--- config.mk ---
export PLATFORM = sky130hd
export DESIGN_NAME = regfile_wb_ctrl
export DESIGN_NICKNAME = d
export VERILOG_FILES = /design/src/rtl/regfile_wb_ctrl.sv
export SDC_FILE = /design/constraint.sdc
export NUM_CORES = 1
export LEC_CHECK = 0
export ABC_AREA = 1
export BUFFER_PORTS_ARGS = -buffer_cell sky130_fd_sc_hd__clkbuf_2
export CORE_ASPECT_RATIO = 0.7
export CORE_MARGIN = 2
export CORE_UTILIZATION = 39
export DETAILED_ROUTE_END_ITERATION = 10
export PLACE_DENSITY = 0.63
export SLEW_MARGIN = 20
export SYNTH_ARGS = -nofsm -noshare
export SYNTH_HDL_FRONTEND = slang
export SYNTH_SLANG_ARGS = --single-unit
--- constraint.sdc ---
create_clock -name clk -period 9.5 [get_ports clk]
set_clock_uncertainty 0.2 [all_clocks]
set_input_delay 0.95 -clock clk [delete_from_list [all_inputs] [get_ports clk]]
set_output_delay 0.95 -clock clk [all_outputs]
set_load 0.05 [all_outputs]
--- src/rtl/regfile_wb_ctrl.sv ---
// regfile_wb_ctrl: write-side controller for the 32x32 register file.
// Merges a non-stallable ALU writeback and a FIFO-buffered load-return
// writeback onto the single registered write port, and forwards pending
// writes to the two decode read ports.
//
// Ports:
//   clk, rst_n                  clock, async active-low reset
//   alu_valid/alu_wa/alu_wd     ALU writeback (always accepted, has priority)
//   ld_valid/ld_ready/ld_wa/ld_wd  load-return writeback (valid/ready)
//   rf_we/rf_wa/rf_wd           registered register-file write port
//   ra1/ra2                     decode read addresses
//   fwd1_hit/fwd1_data,
//   fwd2_hit/fwd2_data          combinational forwarding results
//   occupancy                   FIFO entry count, squashed entries included
module regfile_wb_ctrl #(
   parameter int unsigned DEPTH = 4,
   parameter int unsigned AW    = 5,
   parameter int unsigned DW    = 32
) (
   input  logic                     clk,
   input  logic                     rst_n,
   input  logic                     alu_valid,
   input  logic [AW-1:0]            alu_wa,
   input  logic [DW-1:0]            alu_wd,
   input  logic                     ld_valid,
   output logic                     ld_ready,
   input  logic [AW-1:0]            ld_wa,
   input  logic [DW-1:0]            ld_wd,
   output logic                     rf_we,
   output logic [AW-1:0]            rf_wa,
   output logic [DW-1:0]            rf_wd,
   input  logic [AW-1:0]            ra1,
   input  logic [AW-1:0]            ra2,
   output logic                     fwd1_hit,
   output logic [DW-1:0]            fwd1_data,
   output logic                     fwd2_hit,
   output logic [DW-1:0]            fwd2_data,
   output logic [$clog2(DEPTH):0]   occupancy
);

   localparam int unsigned PW = $clog2(DEPTH);
   localparam int unsigned OW = PW + 1;

   logic [DEPTH-1:0] ent_valid;
   logic [AW-1:0]    ent_wa [DEPTH];
   logic [DW-1:0]    ent_wd [DEPTH];
   logic [PW-1:0]    wr_ptr;
   logic [PW-1:0]    rd_ptr;

   logic push;
   logic pop;
   logic alu_kill;

   // Full is judged on current occupancy only; a same-cycle pop does not help.
   assign ld_ready = (occupancy != OW'(DEPTH));
   assign push     = ld_valid && ld_ready;
   assign pop      = !alu_valid && (occupancy != '0);
   // An ALU write to a nonzero register is younger than every queued load.
   assign alu_kill = alu_valid && (alu_wa != '0);

   // FIFO control: pointers, occupancy and per-entry valid (squash) bits.
   always_ff @(posedge clk or negedge rst_n) begin
      if (!rst_n) begin
         wr_ptr    <= '0;
         rd_ptr    <= '0;
         occupancy <= '0;
         ent_valid <= '0;
      end else begin
         if (alu_kill) begin
            for (int unsigned i = 0; i < DEPTH; i++) begin
               if (ent_wa[i] == alu_wa) ent_valid[i] <= 1'b0;
            end
         end
         if (pop) begin
            ent_valid[rd_ptr] <= 1'b0;
            rd_ptr            <= rd_ptr + PW'(1);
         end
         // A load landing alongside a matching ALU write is already stale.
         if (push) begin
            ent_valid[wr_ptr] <= !(alu_kill && (ld_wa == alu_wa));
            wr_ptr            <= wr_ptr + PW'(1);
         end
         if (push && !pop)      occupancy <= occupancy + OW'(1);
         else if (pop && !push) occupancy <= occupancy - OW'(1);
      end
   end

   // FIFO payload storage; no reset needed, guarded by valid/occupancy.
   always_ff @(posedge clk) begin
      if (push) begin
         ent_wa[wr_ptr] <= ld_wa;
         ent_wd[wr_ptr] <= ld_wd;
      end
   end

   // Output stage: ALU wins, else drain one FIFO entry, else idle.
   always_ff @(posedge clk or negedge rst_n) begin
      if (!rst_n) begin
         rf_we <= 1'b0;
         rf_wa <= '0;
         rf_wd <= '0;
      end else if (alu_valid) begin
         rf_we <= (alu_wa != '0);
         rf_wa <= alu_wa;
         rf_wd <= alu_wd;
      end else if (pop) begin
         rf_we <= ent_valid[rd_ptr] && (ent_wa[rd_ptr] != '0);
         rf_wa <= ent_wa[rd_ptr];
         rf_wd <= ent_wd[rd_ptr];
      end else begin
         rf_we <= 1'b0;
      end
   end

   // Forwarding lookup: staged write first, then FIFO oldest to youngest so
   // the youngest valid match overrides everything before it.
   function automatic logic [DW:0] fwd_lookup(input logic [AW-1:0] ra);
      logic          hit;
      logic [DW-1:0] data;
      logic [PW-1:0] idx;
      hit  = rf_we && (rf_wa == ra);
      data = hit ? rf_wd : '0;
      for (int unsigned i = 0; i < DEPTH; i++) begin
         idx = rd_ptr + PW'(i);
         if ((OW'(i) < occupancy) && ent_valid[idx] && (ent_wa[idx] == ra)) begin
            hit  = 1'b1;
            data = ent_wd[idx];
         end
      end
      if (ra == '0) begin
         hit  = 1'b0;
         data = '0;
      end
      return {hit, data};
   endfunction

   assign {fwd1_hit, fwd1_data} = fwd_lookup(ra1);
   assign {fwd2_hit, fwd2_data} = fwd_lookup(ra2);

endmodule

==> results.txt <==
The startpoint identified for the worst hold timing path is rf_wd[3]$_DFFE_PN0P_. The average routed wire per standard cell is 23.17 um. The H-tree depth reported by CTS is 4. The max-slew violation count is 0. The relative max-transition margin is 0.2290. The die boundary width came out at 242.8 um. The layout has 4196 filler cells. The via count of the first global-routing pass came out at 14450. The number of standard-cell rows in the floorplan is 61. In this run the worst hold path is classified as register to register. The share of the Yosys chip area taken by registers is 0.3644.

The area enclosed by the die boundary came out at 41540 um2. The fraction of power consumed by the clock network is 0.119. The number of port buffers is 195.

The starting utilization of the core area is 0.3936. At the pin with the least slew margin, the transition time is 1.155 ns. The startpoint type of the worst setup path is a register. The fraction of synthesis flops using an asynchronous set or reset pin came out at 0.2487. The number of CTS-inserted buffers is 17. The count of unresolved DRC violations after routing came out at 0. Entering global routing, the biggest net connects 91 pins. The worst setup path is of the register to output port kind.

TritonCTS built the clock tree. In the synthesized netlist the dominant register cell turns out to be sky130_fd_sc_hd__edfxtp_1. The clock latency of the later-clocked register in the worst-skew pair came out at 0.49 ns. The worst setup path is captured at an output port. The initial antenna violation count is 2. Yosys printed 0 warnings.

Once detail routing completed, the nets flagged for antenna violations numbered 0. The number of different library cells in the post-synthesis netlist came out at 47. In the finished design, the share of the clock period the worst path needs comes to 0.7294. The maximum frequency from static timing analysis is 144.3 MHz.

The slowest cell on the critical path is sky130_fd_sc_hd__dfrtp_4. The area growth from synthesis to layout came out at 11.18%. The cell area after synthesis is 15560 um2. The number of DRC markers in iteration 0 came out at 2460.

The most frequent standard cell in the layout excluding fill and tap cells is sky130_fd_sc_hd__nand2_1. Routability-driven placement finished with a final weighted congestion of 1.003. The static leakage is 7.724 nW. In this run the post-CTS setup repair buffer count came out at 0. The count of cells resized by post-cts repair is 0. The first global-routing pass estimated 96760 um of wire. The logic gate share of total power came out at 0.680.

The root buffer cell is sky130_fd_sc_hd__clkbuf_16. The time the worst path needs with I/O delays and setup came out at 6.929 ns. The largest fanout on the critical path is 90. In this run the mean area of a mapped cell was 6.910 um2.

The global router's overall resource usage is 0.3173. The run finished with clean final reports. The number of clock sinks seen by CTS is 197.

The overall die height came out at 171.1 um. The summed negative setup slack over all endpoints is 0 ns. The net count of the mapped netlist is 2353. Data on the critical path arrives at its endpoint at 5.78 ns. The number of failing setup endpoints in the final timing report is 0. Across all register-to-register paths, the minimum setup slack is 5.78 ns. The longest individual stage delay on the worst path is 0.74 ns. The total congestion overflow after global routing came out at 0. The clock edge transition at the registers on the reported setup and hold paths is 0.09 ns.

The share of total power dissipated in sequential elements is 0.201. The power spent charging and discharging nets came out at 4.323 mW. After legalization and detailed placement, the total HPWL measured 48580 um. The most critical setup path has its startpoint at rd_ptr[0]$_DFFE_PN0P_. The number of detailed-route iterations in the first pass is 6.

In this run the count of I/O pins placed on the die edge is 196. The routed layout has 16484 vias. The hold buffer count at CTS came out at 0.

Cell internal power was estimated by the tool at 2.551 mW. The layout cell share with drive strength beyond 1 came out at 0.1545. The final non-filler cell total is 2886. Synthesis produced 2252 cells.

In this run the deepest clock path goes through 2 buffers. The endpoint required time on the critical path is 8.35 ns. The switching part of the total is 0.6289. The largest vdd supply drop came out at 0.2183 mV. Setup repair after global routing left no endpoint under its margin. The average vias per placed instance came out at 5.712. The count of nets after finishing is 2437. The final number of hold-violating endpoints came out at 0. The aggregate routed wire length is 66880 um. The number of cells in the design after placement is 2852.

Traced cell by cell, the critical path runs through inv_6, ha_2, inv_2, buf_4, nand3_1, o21ai_0, nor2_1, nand2_1, nor2_1, nand3_2, buf_4, o21ai_0, a21oi_1, clkbuf_2. The top cell types in the final layout, fill and taps aside, are sky130_fd_sc_hd__nand2_1, sky130_fd_sc_hd__o21ai_0, sky130_fd_sc_hd__inv_1. After floorplanning, the core was sized to cover 39540 um2. The max-cap violation count is 0. The flop and latch count out of synthesis is 197.

The number of synthesized flops with an enable pin is 148. The power density relative to cell area came out at 397.3 nW/um2. The worst register-to-register path begins at rd_ptr[0]$_DFFE_PN0P_.
[cell type report]
cell class	instances	area [um2]	area share
Sequential cell	197	5675	0.3280
Multi-Input combinational cell	1616	8046	0.4651
Antenna cell	2	5.005	0.0002893
Inverter	280	1056	0.06104
Clock buffer	17	425.4	0.02459
Tap cell	535	669.4	0.03869
Timing Repair Buffer	224	1194	0.06899
Clock inverter	15	230.2	0.01331
[per-layer routing]
layer | up-vias | track usage | part of all wire
met5 | - | 0 | 0
met4 | 0 | 0.08989 | 0.025
met3 | 113 | 0.1085 | 0.14
met2 | 1071 | 0.4174 | 0.38
met1 | 7682 | 0.4789 | 0.46
li1 | 7618 | - | -
[power by group through the flow]
stage	Clock [mW]	Combinational, mW	Sequential, mW
after CTS	0.831	4.53	1.37
after global routing	0.861	4.98	1.41
after floorplan	0	2.94	1.55
after detailed placement	0	4.52	1.39
after global placement	0	4.50	1.39
final	0.820	4.67	1.38
[cell usage after synthesis (all sizes together), types with 7 or more instances]
master | count | area share
dfrtp | 49 | 0.079
buf | 94 | 0.039
nand2 | 612 | 0.15
xnor2 | 19 | 0.011
inv | 278 | 0.067
a22oi | 13 | 0.0063
edfxtp | 148 | 0.29
o211ai | 23 | 0.011
clkbuf | 65 | 0.016
nor2 | 141 | 0.036
nor3 | 8 | 0.0026
ha | 13 | 0.010
o21ai | 358 | 0.12
o22ai | 7 | 0.0028
o21a | 7 | 0.0034
xor2 | 23 | 0.013
nand3 | 211 | 0.072
a21oi | 98 | 0.046
nand4 | 72 | 0.029
[final timing paths]
kind	end	cells after the start
max	fwd1_data[11]	14
min	rf_wd[3]$_DFFE_PN0P_	2
max reg2reg	rf_wd[17]$_DFFE_PN0P_	8
min reg2reg	rf_wd[3]$_DFFE_PN0P_	2
max in group asynchronous	rd_ptr[1]$_DFFE_PN0P_	2
min in group asynchronous	ent_valid[3]$_DFF_PN0_	2
[worst max-delay path, delay by kind of cell (launching register included)]
family | cells | cell delay [ns]
DFF | 1 | 0.74
buffers and inverters | 5 | 2.35
AOI/OAI and AO/OA | 3 | 0.73
adders and majority gates | 1 | 0.42
and+or+nand+nor | 5 | 0.97
[logic make-up after synthesis]
family,Yosys count,synth area share
AND/OR/NAND/NOR,1049,0.2912
AO/OA/AOI/OAI,511,0.1867
buffers and inverters,439,0.1225
flip-flops,197,0.3644
XOR/XNOR,42,0.02412
adder cells (fa/ha/maj),13,0.01045
multiplexers,1,0.0006432
[registers in the layout, summed over array words and instances, names as in the netlist]
register and count:
rf_wd 32, rd_ptr 2, wr_ptr 2, rf_wa 5
rf_we 1, ent_valid 4, ent_wa 20, ent_wd 128
occupancy 3
[stage by stage]
| stage | total power [mW] | cell area (um2) | utilization | setup WS (ns) | hold slack [ns] |
|---|---|---|---|---|---|
| finish | 6.874 | 17300 | 0.4376 | 2.571 | 0.3314 |
| global route | 7.249 | 17300 | 0.4376 | 2.328 | 0.3865 |
| CTS | 6.737 | 17300 | 0.4375 | 2.701 | 0.3357 |
| detailed placement | 5.913 | 16640 | 0.4209 | 3.231 | 0.3161 |
| global placement | 5.891 | 16640 | 0.4209 | 3.328 | 0.3103 |
| floorplan | 4.492 | 15560 | - | 4.639 | 0.3419 |
Power figures use the tool's default switching activity.
